[src/rtl/oam_dma_arbiter.sv]
// OAM DMA arbiter: shares the memory bus between the CPU and a 160-byte
// copy from {dma_reg,8'h00} into OAM, fencing the CPU to HRAM meanwhile.
module oam_dma_arbiter #(
   parameter logic [15:0] DMA_REG_ADDR = 16'hFF46,
   parameter logic [15:0] DEST_BASE    = 16'hFE00,
   parameter int unsigned LENGTH       = 160,
   parameter logic [15:0] HRAM_LO      = 16'hFF80,
   parameter logic [15:0] HRAM_HI      = 16'hFFFE
) (
   input  logic        clk,
   input  logic        rst,
   input  logic [15:0] cpu_addr,
   input  logic        cpu_re,
   input  logic        cpu_we,
   input  logic [7:0]  cpu_wdata,
   output logic [7:0]  cpu_rdata,
   output logic [15:0] mem_addr,
   output logic        mem_re,
   output logic        mem_we,
   output logic [7:0]  mem_wdata,
   input  logic [7:0]  mem_rdata,
   output logic        dma_active,
   output logic        dma_done
);

   typedef enum logic [1:0] {
      IDLE,
      START,
      RD,
      WR
   } state_t;

   localparam logic [7:0] LAST = 8'(LENGTH - 1);

   state_t     state, state_nxt;
   logic [7:0] dma_reg, dma_reg_nxt;
   logic [7:0] idx, idx_nxt;
   logic [7:0] byte_buf, byte_buf_nxt;
   logic       done_nxt;

   logic reg_hit, reg_wr, active, hram;
   logic cpu_wins, dma_go;

   assign reg_hit  = (cpu_addr == DMA_REG_ADDR);
   assign reg_wr   = reg_hit && cpu_we;
   assign active   = (state != IDLE);
   assign hram     = (cpu_addr >= HRAM_LO) && (cpu_addr <= HRAM_HI);
   assign cpu_wins = active && hram && !reg_hit && (cpu_re || cpu_we);
   assign dma_go   = ((state == RD) || (state == WR)) && !cpu_wins && !reg_wr;

   assign dma_active = active;

   always_ff @(posedge clk or posedge rst) begin
      if (rst) begin
         state    <= IDLE;
         dma_reg  <= 8'h00;
         idx      <= 8'h00;
         byte_buf <= 8'h00;
         dma_done <= 1'b0;
      end else begin
         state    <= state_nxt;
         dma_reg  <= dma_reg_nxt;
         idx      <= idx_nxt;
         byte_buf <= byte_buf_nxt;
         dma_done <= done_nxt;
      end
   end

   // A register write restarts the copy from any state, aborting the byte.
   always_comb begin
      state_nxt    = state;
      dma_reg_nxt  = dma_reg;
      idx_nxt      = idx;
      byte_buf_nxt = byte_buf;
      done_nxt     = 1'b0;
      if (reg_wr) begin
         dma_reg_nxt = cpu_wdata;
         idx_nxt     = 8'h00;
         state_nxt   = START;
      end else if (active && !cpu_wins) begin
         case (state)
            START: state_nxt = RD;
            RD: begin
               byte_buf_nxt = mem_rdata;
               state_nxt    = WR;
            end
            WR: begin
               if (idx == LAST) begin
                  state_nxt = IDLE;
                  done_nxt  = 1'b1;
               end else begin
                  idx_nxt   = idx + 8'd1;
                  state_nxt = RD;
               end
            end
            default: state_nxt = IDLE;
         endcase
      end
   end

   always_comb begin
      mem_addr  = cpu_addr;
      mem_re    = 1'b0;
      mem_we    = 1'b0;
      mem_wdata = cpu_wdata;
      cpu_rdata = mem_rdata;
      if (reg_hit) begin
         cpu_rdata = dma_reg;
      end else if (!active || hram) begin
         mem_re = cpu_re;
         mem_we = cpu_we;
      end else begin
         cpu_rdata = 8'hFF;
      end
      if (dma_go) begin
         if (state == RD) begin
            mem_addr = {dma_reg, idx};
            mem_re   = 1'b1;
         end else begin
            mem_addr  = DEST_BASE + {8'h00, idx};
            mem_we    = 1'b1;
            mem_wdata = byte_buf;
         end
      end
   end

endmodule

[config.mk]
export PLATFORM = sky130hd
export DESIGN_NAME = oam_dma_arbiter
export DESIGN_NICKNAME = d
export VERILOG_FILES = /design/src/rtl/oam_dma_arbiter.sv
export SDC_FILE = /design/constraint.sdc
export NUM_CORES = 1
export LEC_CHECK = 0
export ABC_CLOCK_PERIOD_IN_PS = 4100
export CORE_ASPECT_RATIO = 1.75
export CORE_MARGIN = 2
export CORE_UTILIZATION = 44
export CTS_BUF_LIST = sky130_fd_sc_hd__clkbuf_8
export DETAILED_ROUTE_END_ITERATION = 7
export HOLD_SLACK_MARGIN = 0.08
export MAX_ROUTING_LAYER = met4
export PLACE_DENSITY = 0.82
export RECOVER_POWER = 25
export SKIP_CTS_REPAIR_TIMING = 1
export SLEW_MARGIN = 15
export SYNTH_ARGS = -nofsm -noshare
export SYNTH_HDL_FRONTEND = slang
export SYNTH_SLANG_ARGS = --single-unit
export TNS_END_PERCENT = 10
[constraint.sdc]
create_clock -name clk -period 4.1 [get_ports clk]
set_input_delay 0.82 -clock clk [delete_from_list [all_inputs] [get_ports clk]]
set_output_delay 0.82 -clock clk [all_outputs]
set_load 0.1 [all_outputs]
==> metrics.txt <==
Yosys cell types 34; Buffers & Inverters on Critical Path 3; most common cell after layout, fill and taps aside buf_12; maxcap violations 0; CTS tree built; Post-synth EDFFs 0; vias per inst 5.66; routed via count 1795; family with the most delay on the worst path simple AND/OR/NAND/NOR gates; antenna-violating nets left 0; Post-Syn Nets roughly 220; Tmin final 4060 ps; period utilization 0.990; status finished clean; most used cell, CP or4_4; Final Util 0.806; Detailed Routing Iterations Pass 1 4; Syn Area/Cell ~9.5 sq um; Root Driver clkbuf_8; die area roughly 0.0045 sq mm; core area around 0.0039 sq mm; FF+latch count, synth 27; Worst Skew 1.47 ps; Main synth FF type dfrtp_1; Die Height around 90 um; startpoint types input port; ys async rst share 1.00; CTS Buf Count 3; drc violations 0; mapped cell area ~0.0018 sq mm; sequential area share after synthesis 0.384; num rows 30; Final nets just over 300; Area Overhead vs Synth 77.4%; fin. max-slew vios 0; CP Cell Sequence clkdlybuf4s50_1 > or4_4 > or4_4 > and2_4 > o21ai_4 > buf_6 > mux2_4 > buf_12; # IOs between 70 and 80; first-pass GRT wire length a little over 9000 um; arrival time at the worst endpoint approximately 3200 ps; Antenna Cells 0; final hold violations 0; initial drt markers 49; fill count around 230; initial antenna violation count 0; CP required 3280 ps; synth warn 0; Pwr Total 0.00245 W; clk_lat worst skew 280 ps; Total Wirelength about 6000 um; HPWL after DPL roughly 4400 um; Initial Utilization 0.455; Leakage Power 1.38 nW; clk buf depth 2; most frequent cells in the layout 34 x buf_12, 33 x clkdlybuf4s50_1, 30 x nand2_1; vias in the first global route 1935; post-DR wirelength/cell approximately 19 um; critical path fanouts, max 6; critical path capture point type output pin; Rel. slew slack 0.299; Worst Hold Class reg2reg; Syn Inst Count between 150 and 200; CP max stage cell or4_4; final hold slack between 500 and 600 ps; Final GP Congestion just under 0.9; dominant cells by area after synthesis dfrtp_1 38%, mux2_2 14%, nand2_1 6.4%; Max Freq around 250 MHz; # H-tree levels 1; Sink Count 27; Final Setup Violations 0; maximum VDD drop approximately 0.00067 V; Worst-Margin Slew between 1000 and 1500 ps; # port buffers 71; Die Wd 51.8 um; clock slew at reported path FFs ~90 ps; post-synth top area share 0.384; GRT Total Usage 0.284; critical path class in2out; share of cells above drive strength 1 0.357; Yosys top cell by area dfrtp_1; PwrDens around 780 mW/mm^2; gr ovfl total 0; largest net degree at the start of global routing 28; Critical Path Max Stage Delay 470 ps
==> synth_stat cells, types with 3 or more instances <==
cell	n
nor2_1	12
or3_1	4
dfrtp_1	27
nand4_1	3
a21oi_1	6
mux2_4	3
mux2_2	22
clkbuf_1	3
nand2_1	30
or4_1	3
nand3_1	7
o21ai_0	9
inv_1	12
o22a_1	8
mux2i_1	9
==> final cells by class <==
cell class,instances,area [sq um],share of cell area
repair buffers,87,1200,0.384
multi-input cells,139,1090,0.351
flip-flops and latches,27,676,0.217
well taps,48,60.1,0.0193
inverters,12,45.0,0.0144
clock buffers,3,41.3,0.0132
clock inverters,1,5.00,0.00161
==> path summary, 6_finish.rpt <==
check	from	end	slack [ps]	cells past startpoint
worst min-delay path	dma_reg[0]	dma_reg[0]	510	2
worst max-delay path	cpu_addr[5]	mem_addr[3]	40	8
worst max register to register	idx[0]	idx[6]	1820	6
worst min register to register	dma_reg[0]	dma_reg[0]	510	2
max in group asynchronous	rst	dma_reg[7]	2520	2
min in group asynchronous	rst	byte_buf[1]	1100	2
==> stage by stage <==
step	setup WS (ps)	TNS [ps]	area (sq um)	instances
after floorplan	-553	-3140	1780	185
after global placement	-103	-1810	2960	312
after detailed placement	-168	-3060	2960	312
after CTS	-177	-3380	3010	316
after global routing	-9.02	-38.2	3120	317
final	40.1	0	3120	317
==> worst register-to-register path: stages (launching register included) <==
cell     delay, ps
dfrtp_1        450
ha_1           270
and4_1         250
a31oi_1        180
o21ai_1        310
or4_1          570
a21oi_1        180
==> report_power, final <==
part	switching (W)	internal, W	total, W
clock network	0.0000896	0.0000685	0.000158
logic	0.00117	0.000704	0.00188
registers	0.0000788	0.000335	0.000414
total	0.00134	0.00111	0.00245
==> logic make-up (layout without fill, tap and decap cells) <==
group                      after synthesis  count (layout)  share of synthesized area
adders and majority gates                1               1                    0.00712
and+or+nand+nor                         71              71                      0.199
muxes                                   34              34                      0.218
AOI/OAI and AO/OA                       32              32                      0.137
DFF                                     27              27                      0.384
xor gates and xnor gates                 1               1                    0.00498
buffers and inverters                   19             103                     0.0505
==> metal layers <==
| metal | track usage | wire (um) | vias to the layer above |
|---|---|---|---|
| met2 | 0.503 | 3420 | 78 |
| li1 | - | - | 827 |
| met3 | 0.0290 | 319 | 15 |
| met4 | 0.129 | 202 | 0 |
| met1 | 0.312 | 2080 | 875 |
| met5 | - | 0 | - |
Power figures use the tool's default switching activity.
